<file path="src/rtl/uart_rx_sequencer_if.sv">
// rtl/uart_rx_sequencer_if.sv - Signal bundle between baud source/consumer and the RX sequencer.
// Optional parity error output is present when UART_RX_PARITY_EN is defined.
interface uart_rx_if #(
    parameter int SIZE = 8
);
    logic            i_baud_tick;
    logic            i_rx_enable;
    logic            i_rxd;
    logic [SIZE-1:0] o_data_out;
    logic            o_rxrdy;
    logic            o_frame_err;
    logic            o_shift_en;
    logic            o_busy;
`ifdef UART_RX_PARITY_EN
    logic            o_parity_err;

    modport master (output i_baud_tick, i_rx_enable, i_rxd,
                    input  o_data_out, o_rxrdy, o_frame_err, o_shift_en, o_busy, o_parity_err);
    modport slave  (input  i_baud_tick, i_rx_enable, i_rxd,
                    output o_data_out, o_rxrdy, o_frame_err, o_shift_en, o_busy, o_parity_err);
`else
    modport master (output i_baud_tick, i_rx_enable, i_rxd,
                    input  o_data_out, o_rxrdy, o_frame_err, o_shift_en, o_busy);
    modport slave  (input  i_baud_tick, i_rx_enable, i_rxd,
                    output o_data_out, o_rxrdy, o_frame_err, o_shift_en, o_busy);
`endif
endinterface

</file>
<file path="src/rtl/uart_rx_sequencer.sv">
// rtl/uart_rx_sequencer.sv - Tick-timed UART receive FSM: start qualify, mid-bit sample, stop check.
// Define UART_RX_PARITY_EN to add an even-parity bit between data and stop.
module uart_rx_sequencer #(
    parameter int SIZE       = 8,
    parameter int OVERSAMPLE = 16
) (
    input  logic   i_clk,
    input  logic   i_rst,
    uart_rx_if.slave bus
);
    localparam int TW = $clog2(OVERSAMPLE) + 1;
    localparam int BW = $clog2(SIZE) + 1;

    localparam logic [TW-1:0] TICK_HALF = TW'(OVERSAMPLE / 2);
    localparam logic [TW-1:0] TICK_FULL = TW'(OVERSAMPLE);
    localparam logic [BW-1:0] BIT_LAST  = BW'(SIZE - 1);

    localparam logic [2:0] S_IDLE   = 3'd0;
    localparam logic [2:0] S_START  = 3'd1;
    localparam logic [2:0] S_DATA   = 3'd2;
    localparam logic [2:0] S_STOP   = 3'd3;
`ifdef UART_RX_PARITY_EN
    localparam logic [2:0] S_PARITY = 3'd4;
`endif

    logic [2:0]      r_state;
    logic [TW-1:0]   r_tick;
    logic [BW-1:0]   r_bit;
    logic [SIZE-1:0] r_shift;
    logic [SIZE-1:0] r_data;
    logic            r_sync1;
    logic            r_sync2;
    logic            r_prev;
    logic            r_rxrdy;
    logic            r_frame_err;
    logic            r_shift_en;
    logic [TW-1:0]   w_tick_next;
    logic            w_enable;
`ifdef UART_RX_PARITY_EN
    logic            r_par_pend;
    logic            r_parity_err;
    assign bus.o_parity_err = r_parity_err;
`endif

    assign w_tick_next     = r_tick + 1'b1;
    assign w_enable        = bus.i_rx_enable;
    assign bus.o_data_out  = r_data;
    assign bus.o_rxrdy     = r_rxrdy;
    assign bus.o_frame_err = r_frame_err;
    assign bus.o_shift_en  = r_shift_en;
    assign bus.o_busy      = (r_state != S_IDLE);

    always_ff @(posedge i_clk or posedge i_rst) begin
        if (i_rst) begin
            r_state     <= S_IDLE;
            r_tick      <= '0;
            r_bit       <= '0;
            r_shift     <= '0;
            r_data      <= '0;
            r_sync1     <= 1'b1;
            r_sync2     <= 1'b1;
            r_prev      <= 1'b1;
            r_rxrdy     <= 1'b0;
            r_frame_err <= 1'b0;
            r_shift_en  <= 1'b0;
`ifdef UART_RX_PARITY_EN
            r_par_pend   <= 1'b0;
            r_parity_err <= 1'b0;
`endif
        end else begin
            r_sync1    <= bus.i_rxd;
            r_sync2    <= r_sync1;
            r_prev     <= r_sync2;
            r_rxrdy    <= 1'b0;
            r_shift_en <= 1'b0;
            case (r_state)
                S_IDLE: begin
                    if (w_enable && r_prev && !r_sync2) begin
                        r_state <= S_START;
                        r_tick  <= '0;
                    end
                end
                S_START: begin
                    if (!w_enable) begin
                        r_state <= S_IDLE;
                    end else if (bus.i_baud_tick) begin
                        if (w_tick_next == TICK_HALF) begin
                            // A high line at mid start bit means the edge was noise.
                            if (!r_sync2) begin
                                r_state <= S_DATA;
                                r_tick  <= '0;
                                r_bit   <= '0;
                                r_shift <= '0;
                            end else begin
                                r_state <= S_IDLE;
                            end
                        end else begin
                            r_tick <= w_tick_next;
                        end
                    end
                end
                S_DATA: begin
                    if (!w_enable) begin
                        r_state <= S_IDLE;
                    end else if (bus.i_baud_tick) begin
                        if (w_tick_next == TICK_FULL) begin
                            r_tick     <= '0;
                            r_shift    <= {r_sync2, r_shift[SIZE-1:1]};
                            r_shift_en <= 1'b1;
                            if (r_bit == BIT_LAST) begin
`ifdef UART_RX_PARITY_EN
                                r_state <= S_PARITY;
`else
                                r_state <= S_STOP;
`endif
                            end else begin
                                r_bit <= r_bit + 1'b1;
                            end
                        end else begin
                            r_tick <= w_tick_next;
                        end
                    end
                end
`ifdef UART_RX_PARITY_EN
                S_PARITY: begin
                    if (!w_enable) begin
                        r_state <= S_IDLE;
                    end else if (bus.i_baud_tick) begin
                        if (w_tick_next == TICK_FULL) begin
                            r_tick     <= '0;
                            r_par_pend <= (^r_shift) ^ r_sync2;
                            r_state    <= S_STOP;
                        end else begin
                            r_tick <= w_tick_next;
                        end
                    end
                end
`endif
                S_STOP: begin
                    if (!w_enable) begin
                        r_state <= S_IDLE;
                    end else if (bus.i_baud_tick) begin
                        if (w_tick_next == TICK_FULL) begin
                            r_tick      <= '0;
                            r_data      <= r_shift;
                            r_frame_err <= ~r_sync2;
                            r_rxrdy     <= 1'b1;
                            r_state     <= S_IDLE;
`ifdef UART_RX_PARITY_EN
                            r_parity_err <= r_par_pend;
`endif
                        end else begin
                            r_tick <= w_tick_next;
                        end
                    end
                end
                default: r_state <= S_IDLE;
            endcase
        end
    end
endmodule

</file>
<file path="src/flat_wrapper.sv">
// flat-port wrapper written by rule: the top's interface ports become plain ports
module uart_rx_sequencer_flat 
#(
    parameter int SIZE       = 8,
    parameter int OVERSAMPLE = 16
)
  (i_clk, i_rst, bus_i_baud_tick, bus_i_rx_enable, bus_i_rxd, bus_o_data_out, bus_o_rxrdy, bus_o_frame_err, bus_o_shift_en, bus_o_busy);
  uart_rx_if #(.SIZE(SIZE)) bus_i ();
  input  logic i_clk;
  input  logic i_rst;
  input wire logic [$bits(bus_i.i_baud_tick)-1:0] bus_i_baud_tick;
  input wire logic [$bits(bus_i.i_rx_enable)-1:0] bus_i_rx_enable;
  input wire logic [$bits(bus_i.i_rxd)-1:0] bus_i_rxd;
  output wire logic [$bits(bus_i.o_data_out)-1:0] bus_o_data_out;
  output wire logic [$bits(bus_i.o_rxrdy)-1:0] bus_o_rxrdy;
  output wire logic [$bits(bus_i.o_frame_err)-1:0] bus_o_frame_err;
  output wire logic [$bits(bus_i.o_shift_en)-1:0] bus_o_shift_en;
  output wire logic [$bits(bus_i.o_busy)-1:0] bus_o_busy;
  assign bus_i.i_baud_tick = bus_i_baud_tick;
  assign bus_i.i_rx_enable = bus_i_rx_enable;
  assign bus_i.i_rxd = bus_i_rxd;
  assign bus_o_data_out = bus_i.o_data_out;
  assign bus_o_rxrdy = bus_i.o_rxrdy;
  assign bus_o_frame_err = bus_i.o_frame_err;
  assign bus_o_shift_en = bus_i.o_shift_en;
  assign bus_o_busy = bus_i.o_busy;
  uart_rx_sequencer #(.SIZE(SIZE), .OVERSAMPLE(OVERSAMPLE)) u_core (.i_clk(i_clk), .i_rst(i_rst), .bus(bus_i));
endmodule
</file>
<file path="config.mk">
export PLATFORM = sky130hd
export DESIGN_NAME = uart_rx_sequencer_flat
export DESIGN_NICKNAME = d
export VERILOG_FILES = /design/src/rtl/uart_rx_sequencer_if.sv /design/src/rtl/uart_rx_sequencer.sv /design/src/flat_wrapper.sv
export SDC_FILE = /design/constraint.sdc
export NUM_CORES = 1
export LEC_CHECK = 0
export CORE_MARGIN = 4
export CORE_UTILIZATION = 41
export CTS_CLUSTER_SIZE = 40
export DETAILED_ROUTE_END_ITERATION = 12
export GPL_TIMING_DRIVEN = 0
export RECOVER_POWER = 25
export SLEW_MARGIN = 15
export SYNTH_ARGS = -nofsm -noshare
export SYNTH_HDL_FRONTEND = slang
export SYNTH_SLANG_ARGS = --single-unit
</file>
<file path="constraint.sdc">
create_clock -name i_clk -period 3.03 [get_ports i_clk]
set_input_delay 0.4545 -clock i_clk [delete_from_list [all_inputs] [get_ports i_clk]]
set_output_delay 0.4545 -clock i_clk [all_outputs]
set_load 0.02 [all_outputs]
</file>
==> run metrics <==
Num CTS Buffers 5; clock latency on the worst-skew pair 0.28 ns; Starting Density 0.432; ANT cells 0; number of I/O port buffers 15; top_reg_cell synth dfrtp_1; post-DP HPWL 2.49 mm; H-tree Lvls 2; chip width 73.6 microns; Detail Route Antenna Nets 0; final period utilization 0.786; Setup TNS Final 0 ns; clk root buf clkbuf_8; Synth Register Bits 33; drc violations 0; first-pass GRT wire length 6.29 mm; drt total wl 3.52 mm; fin crit period 2.38 ns; highest metal used met4; status completed; Final Hold Vio Count 0; Max clock buf depth 2; Worst R2R Setup Slack 0.65 ns; RSZ-0062 raised after global routing no; I/O pins 17; Async SR Flop Fraction 1.00; Clock transition at path regs 0.07 ns; post-synthesis cell type count 51; Setup CP Type flop to flop; Leak Pwr 0.934 nW; Final Core Density 0.513; syn_nets 178; Post-DP Area 1980 sq um; Max VDD drop 0.000292 V; Max Clk Rate 0.420 GHz; share of layout cells above drive strength 1 0.181; final setup fails 0; maxcap violations 0; Syn Area/Cell 10.4 sq um; Worst Max-Slew Pin Slew 1.24 ns; Tot GR Track Use 0.152; placer congestion estimate 0.805; Mapped Area 1770 sq um; vias in the first global route 1373; nets 200; worst reg2reg path depth 7; WL per Instance 14.5 microns; Congestion Overflow GR 0; commonest non-fill, non-tap cells in the layout dfrtp_1, nand2_1, inv_1, clkdlybuf4s50_1; PostCTS Resize Cnt 0; wire length on met3 177 microns; initial drt markers 181; hold-fix buffer count after cts 0; CP endpoint kind flop; wire length on met2 1.68 mm; CTS Sinks 33; fin. max-slew vios 0; Core ar. 4090 sq um; Post-synth EDFFs 0; Via Count 1358; maximum fanout along the worst path 10; Clock Skew 0.00547 ns; register area share after synthesis 0.470; postcts setup bufs 0; Die ar. 5420 sq um; Via density 5.59; critical path arrival 2.58 ns; Relative slew margins 0.175; critical path launch point type flop; Ys Warns 0; initial antenna violation count 0; hold path cells 0; Pwr per Cell Area 676 nW/um^2; Vert. Die Dim 73.6 microns; Area Overhead vs Synth 18.6%; CP required 3.23 ns; final instance area 2090 sq um; M1 WL 1.57 mm; Final Non-Filler Cells 243; CTS tree done; largest net degree at the start of global routing 34; commonest non-fill, non-tap cell in the layout dfrtp_1; dpl cells 235; Synth Instances 170; Rows 23; router iterations before antenna repair 4; worst min-delay path category flop to flop
## critical path, stage by stage (launching register included)
cell	delay (ns)
dfrtp_1	0.45
ha_1	0.29
or2_2	0.35
o22ai_1	0.31
nand4_1	0.30
o21ai_2	0.19
buf_6	0.20
mux2i_1	0.21
## synth_stat cells (4+ instances only)
master / number / area (sq um)
nor2_1: 9 / 33.8
dfrtp_1: 30 / 751
nand3_1: 4 / 20.0
a31oi_1: 4 / 25.0
nand2_1: 23 / 86.3
inv_1: 16 / 60.1
mux2i_1: 9 / 90.1
o21ai_0: 7 / 35.0
mux2_2: 8 / 90.1
## stage by stage
| stage | power (W) | hold WS (ns) | setup WS (ns) |
|---|---|---|---|
| 4_1_cts | 0.00143 | 0.359 | 0.663 |
| 5_1_grt | 0.00152 | 0.370 | 0.414 |
| 3_3_place_gp | 0.000971 | 0.348 | 0.702 |
| 6_report | 0.00142 | 0.363 | 0.647 |
| 2_1_floorplan | 0.000890 | 0.345 | 0.982 |
| 3_5_place_dp | 0.000992 | 0.349 | 0.597 |
## layout make-up
class / count / area (sq um)
multi-input combinational: 115 / 823
clock inverter: 1 / 30.0
timing repair buffer: 15 / 150
tap: 50 / 62.6
clock buffer: 7 / 86.3
buffer: 6 / 52.6
sequential: 33 / 830
fill: 363 / 1990
inverter: 16 / 60.1
## state kept, by name (all words and copies together) (netlist names), 2 cells and up
signal                 flops
u_core.r_state             2
u_core.r_shift             8
u_core.bus.o_data_out      8
u_core.r_tick              5
u_core.r_bit               4
## kinds of logic after synthesis
family | synth area share
buf+inv | 0.0638
xor+xnor | 0.0149
simple gates | 0.184
fa+ha+maj | 0.0213
flops | 0.470
mux | 0.102
compound gates | 0.144
## layer usage
layer	vias to the layer above	GRT usage
met5	-	0
met4	0	0.0805
met3	9	0.0301
met2	36	0.234
met1	666	0.201
li1	647	-
## report_power, final
| group | switching, W | internal (W) | leakage, nW |
|---|---|---|---|
| combinational | 0.000231 | 0.000176 | 0.491 |
| clock | 0.000161 | 0.000268 | 0.0585 |
| sequential | 0.0000699 | 0.000509 | 0.385 |
| total | 0.000462 | 0.000953 | 0.934 |
## final timing paths
path	from	end
worst min-delay path	u_core.r_sync1	u_core.r_sync2
worst max register to register	u_core.r_tick[0]	u_core.r_shift[5]
min in group asynchronous	i_rst	u_core.r_state[1]
max in group asynchronous	i_rst	u_core.r_tick[2]
worst max-delay path	u_core.r_tick[0]	u_core.r_shift[5]
worst min register to register	u_core.r_sync1	u_core.r_sync2
(Power assumes the default switching activity.)
